## src/rtl/io_pkg.sv

```systemverilog
// Shared constants for the CPU IO window: register offsets, default base address
// and the load-handshake state encoding.
package io_pkg;

    localparam logic [31:0] IO_BASE_DEFAULT = 32'hFFFF_FC00;

    localparam logic [7:0] OFF_SW       = 8'h00;
    localparam logic [7:0] OFF_LED      = 8'h10;
    localparam logic [7:0] OFF_SEG      = 8'h20;
    localparam logic [7:0] OFF_BASE_SEL = 8'h30;
    localparam logic [7:0] OFF_BTN      = 8'h40;

    typedef enum logic [1:0] {
        ST_IDLE       = 2'd0,
        ST_WAIT_PRESS = 2'd1,
        ST_DONE       = 2'd2
    } io_state_t;

endpackage

```

## src/rtl/io_debounce.sv

```systemverilog
// Confirm-button conditioning: 2-flop synchronizer, optional debounce counter
// (enabled by macro IO_DEBOUNCE_EN) and rising-edge detector on the clean level.
module io_debounce #(
    parameter int DEBOUNCE_CYCLES = 20000
) (
    input  logic clk,
    input  logic rst,
    input  logic raw,
    output logic level,
    output logic rise
);

    logic sync_1;
    logic sync_2;
    logic level_d;

    always_ff @(posedge clk) begin
        if (rst) begin
            sync_1 <= 1'b0;
            sync_2 <= 1'b0;
        end else begin
            sync_1 <= raw;
            sync_2 <= sync_1;
        end
    end

`ifdef IO_DEBOUNCE_EN
    localparam int CW = $clog2(DEBOUNCE_CYCLES + 1);

    logic [CW-1:0] cnt;

    // The level follows only after the input has disagreed with it for a full
    // run of DEBOUNCE_CYCLES cycles; any agreement restarts the run.
    always_ff @(posedge clk) begin
        if (rst) begin
            cnt   <= '0;
            level <= 1'b0;
        end else if (sync_2 != level) begin
            if (cnt == CW'(DEBOUNCE_CYCLES - 1)) begin
                level <= sync_2;
                cnt   <= '0;
            end else begin
                cnt <= cnt + 1'b1;
            end
        end else begin
            cnt <= '0;
        end
    end
`else
    assign level = sync_2;
`endif

    always_ff @(posedge clk) begin
        if (rst) begin
            level_d <= 1'b0;
        end else begin
            level_d <= level;
        end
    end

    assign rise = level & ~level_d;

endmodule

```

## src/rtl/io_bus_ctrl.sv

```systemverilog
// CPU IO window: switch load with wait-for-confirm handshake, LED/seg store pulses,
// display radix register and button status. Debounce enabled by IO_DEBOUNCE_EN.
module io_bus_ctrl
    import io_pkg::*;
#(
    parameter int          DEBOUNCE_CYCLES = 20000,
    parameter logic [31:0] IO_BASE         = IO_BASE_DEFAULT
) (
    input  logic        clk,
    input  logic        rst,
    input  logic [31:0] addr,
    input  logic        mem_read,
    input  logic        mem_write,
    input  logic [31:0] wdata,
    input  logic [15:0] sw,
    input  logic        btn_confirm,
    output logic [31:0] rdata,
    output logic        io_hit,
    output logic        stall,
    output logic        led_ctrl,
    output logic        seg_ctrl,
    output logic [31:0] io_wdata,
    output logic        e_read,
    output logic        base_sel
);

    io_state_t   state;
    io_state_t   state_n;
    logic [7:0]  offset;
    logic        wr_acc;
    logic        rd_acc;
    logic        rd_sw;
    logic [15:0] sw_s1;
    logic [15:0] sw_s2;
    logic [31:0] cap_data;
    logic        btn_level;
    logic        btn_rise;

    io_debounce #(
        .DEBOUNCE_CYCLES(DEBOUNCE_CYCLES)
    ) u_btn (
        .clk  (clk),
        .rst  (rst),
        .raw  (btn_confirm),
        .level(btn_level),
        .rise (btn_rise)
    );

    assign offset = addr[7:0];
    assign io_hit = (addr[31:8] == IO_BASE[31:8]);
    // A simultaneous store wins; the load half of the access is dropped.
    assign wr_acc = mem_write & io_hit;
    assign rd_acc = mem_read & ~mem_write & io_hit;
    assign rd_sw  = rd_acc & (offset == OFF_SW);

    always_comb begin
        state_n = state;
        case (state)
            ST_IDLE:       if (rd_sw) state_n = ST_WAIT_PRESS;
            ST_WAIT_PRESS: if (btn_rise) state_n = ST_DONE;
            ST_DONE:       state_n = ST_IDLE;
            default:       state_n = ST_IDLE;
        endcase
    end

    assign stall  = (state == ST_WAIT_PRESS) | ((state == ST_IDLE) & rd_sw);
    assign e_read = (state == ST_WAIT_PRESS);

    always_comb begin
        rdata = 32'h0;
        if (state == ST_DONE) begin
            rdata = cap_data;
        end else if (rd_acc && offset == OFF_BTN) begin
            rdata = {31'h0, btn_level};
        end
    end

    always_ff @(posedge clk) begin
        if (rst) begin
            state    <= ST_IDLE;
            sw_s1    <= 16'h0;
            sw_s2    <= 16'h0;
            cap_data <= 32'h0;
            led_ctrl <= 1'b0;
            seg_ctrl <= 1'b0;
            io_wdata <= 32'h0;
            base_sel <= 1'b0;
        end else begin
            state    <= state_n;
            sw_s1    <= sw;
            sw_s2    <= sw_s1;
            led_ctrl <= wr_acc && (offset == OFF_LED);
            seg_ctrl <= wr_acc && (offset == OFF_SEG);
            if (wr_acc && (offset == OFF_LED || offset == OFF_SEG)) begin
                io_wdata <= wdata;
            end
            if (wr_acc && offset == OFF_BASE_SEL) begin
                base_sel <= wdata[0];
            end
            if (state == ST_WAIT_PRESS && btn_rise) begin
                cap_data <= {16'h0, sw_s2};
            end
        end
    end

endmodule

```

## config.mk

```make
export PLATFORM = sky130hd
export DESIGN_NAME = io_bus_ctrl
export DESIGN_NICKNAME = d
export VERILOG_FILES = /design/src/rtl/io_pkg.sv /design/src/rtl/io_debounce.sv /design/src/rtl/io_bus_ctrl.sv
export SDC_FILE = /design/constraint.sdc
export NUM_CORES = 1
export LEC_CHECK = 0
export ABC_AREA = 1
export BUFFER_PORTS_ARGS = -buffer_cell sky130_fd_sc_hd__buf_2
export CAP_MARGIN = 20
export CORE_ASPECT_RATIO = 1.4
export CORE_MARGIN = 1.5
export CORE_UTILIZATION = 42
export DETAILED_ROUTE_END_ITERATION = 8
export GPL_TIMING_DRIVEN = 0
export HOLD_SLACK_MARGIN = 0.05
export PLACE_DENSITY = 0.75
export SYNTH_ARGS = -nofsm -noshare
export SYNTH_HDL_FRONTEND = slang
export SYNTH_HIERARCHICAL = 1
export SYNTH_SLANG_ARGS = --single-unit
```

## constraint.sdc

```tcl
create_clock -name clk -period 1.2 [get_ports clk]
set_clock_uncertainty 0.05 [all_clocks]
set_input_delay 0.12 -clock clk [delete_from_list [all_inputs] [get_ports clk]]
set_output_delay 0.12 -clock clk [all_outputs]
set_load 0.01 [all_outputs]
```

==> metrics <==
final-stage net count=763; post-layout worst setup margin=-0.3321 ns; share of the synthesized area in the top cell type=0.5038; max-cap violation count=0; depth of the worst register-to-register path=8; Rows=39; DR WL/cell=14.81 um; average instance area after synthesis=7.894 um^2; first-pass GRT wire length=14880 um; worst hold path type=primary input to flip-flop; top cells by area in the synthesized netlist=sky130_fd_sc_hd__dfxtp_1, sky130_fd_sc_hd__inv_1, sky130_fd_sc_hd__a21oi_1; setup repair after global routing missed its margin=yes; Critical Path End Type=primary output; Mapped Area=3497 um^2; IO Pins=155; type of origin of the critical path=flip-flop; total global routing overflow=0; area inside the core boundary=8100 um^2; Worst Path Required=1.03 ns; clock slew seen by the registers of the worst setup and hold paths=0.06 ns; cell taking the most area after synthesis=sky130_fd_sc_hd__dfxtp_1; maximum level of the CTS H-tree=3; origin of the critical flop-to-flop path=state[1]; die outline height=111.0 um; Yosys warning count=6; Netlist cell types=25; die area=8891 um^2; flop and latch count out of synthesis=88; worst reg-to-reg setup slack=-0.30 ns; most used flip-flop cell after synthesis=sky130_fd_sc_hd__dfxtp_1; CTS root buf=sky130_fd_sc_hd__clkbuf_16; First-pass DRT Iterations=4; Worst Path Arrival=1.36 ns; status=finished with violations; violated checks=negative setup slack; final wirelength=11640 um; count of buffers from port buffering=137; worst setup path startpoint=state[1]; Global Route Usage Sum=0.2152; initial antenna violation count=1; classification of the worst setup path=flip-flop to primary output; pin count of the biggest net entering global routing=16; timing-limited maximum frequency=0.6527 GHz; number of enable flip-flop cells after synthesis=0; critical path, cell by cell=inv_2 -> nor2_4 -> inv_4 -> buf_4 -> nor2_4 -> buf_6; Area growth, synth to finish=77.07%; initial standard-cell utilization of the core=0.4317; number of instances in the synthesized netlist=443; number of failing setup endpoints in the final timing report=66; measured slew at the worst slew-check pin=0.7150 ns; Antenna Violating Nets Remaining=0; time the final worst path needs with I/O delays and setup=1.532 ns; CTS Sinks=88; detailed placer's ending HPWL=6311 um; largest voltage drop on the vdd net=0.8342 mV; Clk Latency, worst-skew pair=0.33 ns; Cell Count, Final, Fillers Out=786; reg-to-reg critical path endpoint=state[0]; drt initial violations=213; Final Wtd Congestion=0.8014; maximum fanout count along the critical path=6; post-synthesis async set-or-reset flop share=0; DRC Markers=0; power per standard cell area=1029 nW/um^2; share of cells above drive strength 1=0.4993; via count of the routed design=3772; total clock buffers created by CTS=9; most frequent cells after synthesis=sky130_fd_sc_hd__dfxtp_1, sky130_fd_sc_hd__inv_1, sky130_fd_sc_hd__nor2_1, sky130_fd_sc_hd__nand2_1, sky130_fd_sc_hd__a21oi_1; biggest cell delay along the critical path=0.36 ns; clock tree from TritonCTS=yes; Seq/Total Area, Yosys=0.5038; post-placement cell count=697; clock buffer depth=2; final number of max-transition violations=0; total count of hold-check failures in the final report=0; termination of the worst setup path=rdata[5]; Horiz. Die Dim=80.12 um; number of vias per cell after detailed routing=4.799; remaining max-slew budget at the tightest pin=0.5234; crit path max-delay cell type=sky130_fd_sc_hd__dfxtp_2; most repeated library cell on the critical path=sky130_fd_sc_hd__nor2_4; Lkg Pwr=2.724 nW; worst-case hold slack=0.08217 ns; vias in the first global route=3389; ratio of final minimum period to clock period=1.277; top-count cell post-synth=sky130_fd_sc_hd__dfxtp_1
==> cell type report <==
cell class	instances	area [um^2]
Fill cell	518	1908
Multi-Input combinational cell	258	1785
Sequential cell	88	1768
Timing Repair Buffer	209	1580
Buffer	42	364.1
Inverter	70	267.8
Clock buffer	10	229.0
Tap cell	102	127.6
Clock inverter	6	67.56
Antenna cell	1	2.502
==> power breakdown <==
group	total [W]	internal (W)	switching, W	leakage, nW
clock	0.00278	0.00162	0.00116	0.139
sequential	0.00299	0.00297	0.0000213	0.718
combinational	0.000593	0.000317	0.000276	1.87
total	0.00637	0.00491	0.00146	2.72
==> registers in the layout, summed over array words and instances, names as in the netlist, 2 cells and up <==
register / count
sw_s1: 16
cap_data: 16
sw_s2: 16
state: 2
io_wdata: 32
==> through the flow <==
step / TNS (ns) / total power, W / setup WS [ns] / util / instance area [um^2]
2_1_floorplan: -0.02216 / 0.003262 / -0.01030 / - / 3585
3_3_place_gp: -18.16 / 0.003441 / -0.3236 / 0.5429 / 4398
4_1_cts: -4.301 / 0.006324 / -0.2917 / 0.6637 / 5376
3_5_place_dp: -20.64 / 0.003455 / -0.3512 / 0.5429 / 4398
6_report: -11.35 / 0.006372 / -0.3321 / 0.7644 / 6192
5_1_grt: -14.59 / 0.006579 / -0.3981 / 0.7644 / 6192
==> critical path: cells and delay by family (launching register included) <==
| kind | cells | cell delay, ns |
|---|---|---|
| buffers and inverters | 4 | 0.40 |
| flip-flops | 1 | 0.36 |
| AND/OR/NAND/NOR | 2 | 0.26 |
==> worst min path at each step <==
stage / cells after the start / to / from / slack, ns
floorplan: 1 / u_btn/sync_1 / rst / 0.14
global placement: 2 / u_btn/level / rst / 0.27
detailed placement: 3 / sw_s1[15] / sw[15] / 0.28
CTS: 3 / led_ctrl / addr[4] / 0.07
global route: 3 / io_wdata[30] / mem_write / 0.08
finish: 3 / led_ctrl / addr[4] / 0.08
==> repair_timing <==
item	in CTS	in global routing
endpoints found under the setup margin	39	64
cloned	0	6
setup buffers	10	6
pin swaps	5	21
hold endpoints to repair	52	0
resized for setup	43	175
hold buffers	50	0
==> kinds of logic after synthesis <==
group           Yosys count  synth area share
buf+inv                 112            0.1610
flops                    88            0.5038
compound gates           68            0.1005
other cells               1          0.001072
simple gates            174            0.2336
==> cell usage in the layout, fill, tap and decap left out, types with 3 or more instances in the layout <==
cell and n:
sky130_fd_sc_hd__buf_4 27, sky130_fd_sc_hd__inv_2 8, sky130_fd_sc_hd__clkbuf_2 3, sky130_fd_sc_hd__dlygate4sd3_1 50, sky130_fd_sc_hd__a21oi_2 33, sky130_fd_sc_hd__inv_1 60, sky130_fd_sc_hd__clkbuf_16 14, sky130_fd_sc_hd__nor2_4 20
sky130_fd_sc_hd__nand2_4 26, sky130_fd_sc_hd__dfxtp_1 85, sky130_fd_sc_hd__buf_6 30, sky130_fd_sc_hd__nand3_1 4, sky130_fd_sc_hd__conb_1 16, sky130_fd_sc_hd__buf_8 8, sky130_fd_sc_hd__o21ai_1 3, sky130_fd_sc_hd__nand2_2 13
sky130_fd_sc_hd__o21ai_2 10, sky130_fd_sc_hd__nor2_2 4, sky130_fd_sc_hd__a21oi_1 16, sky130_fd_sc_hd__o21ai_4 3, sky130_fd_sc_hd__clkbuf_1 6, sky130_fd_sc_hd__buf_2 122, sky130_fd_sc_hd__nand4_1 34, sky130_fd_sc_hd__nand2_1 20
sky130_fd_sc_hd__nor2_1 44
==> metal layers <==
metal	wire length, um	track usage
met5	0	0
met4	583	0.1264
met3	597	0.03457
met2	6215	0.3849
met1	4246	0.2299
No activity file was read; power rests on OpenSTA's default activity.
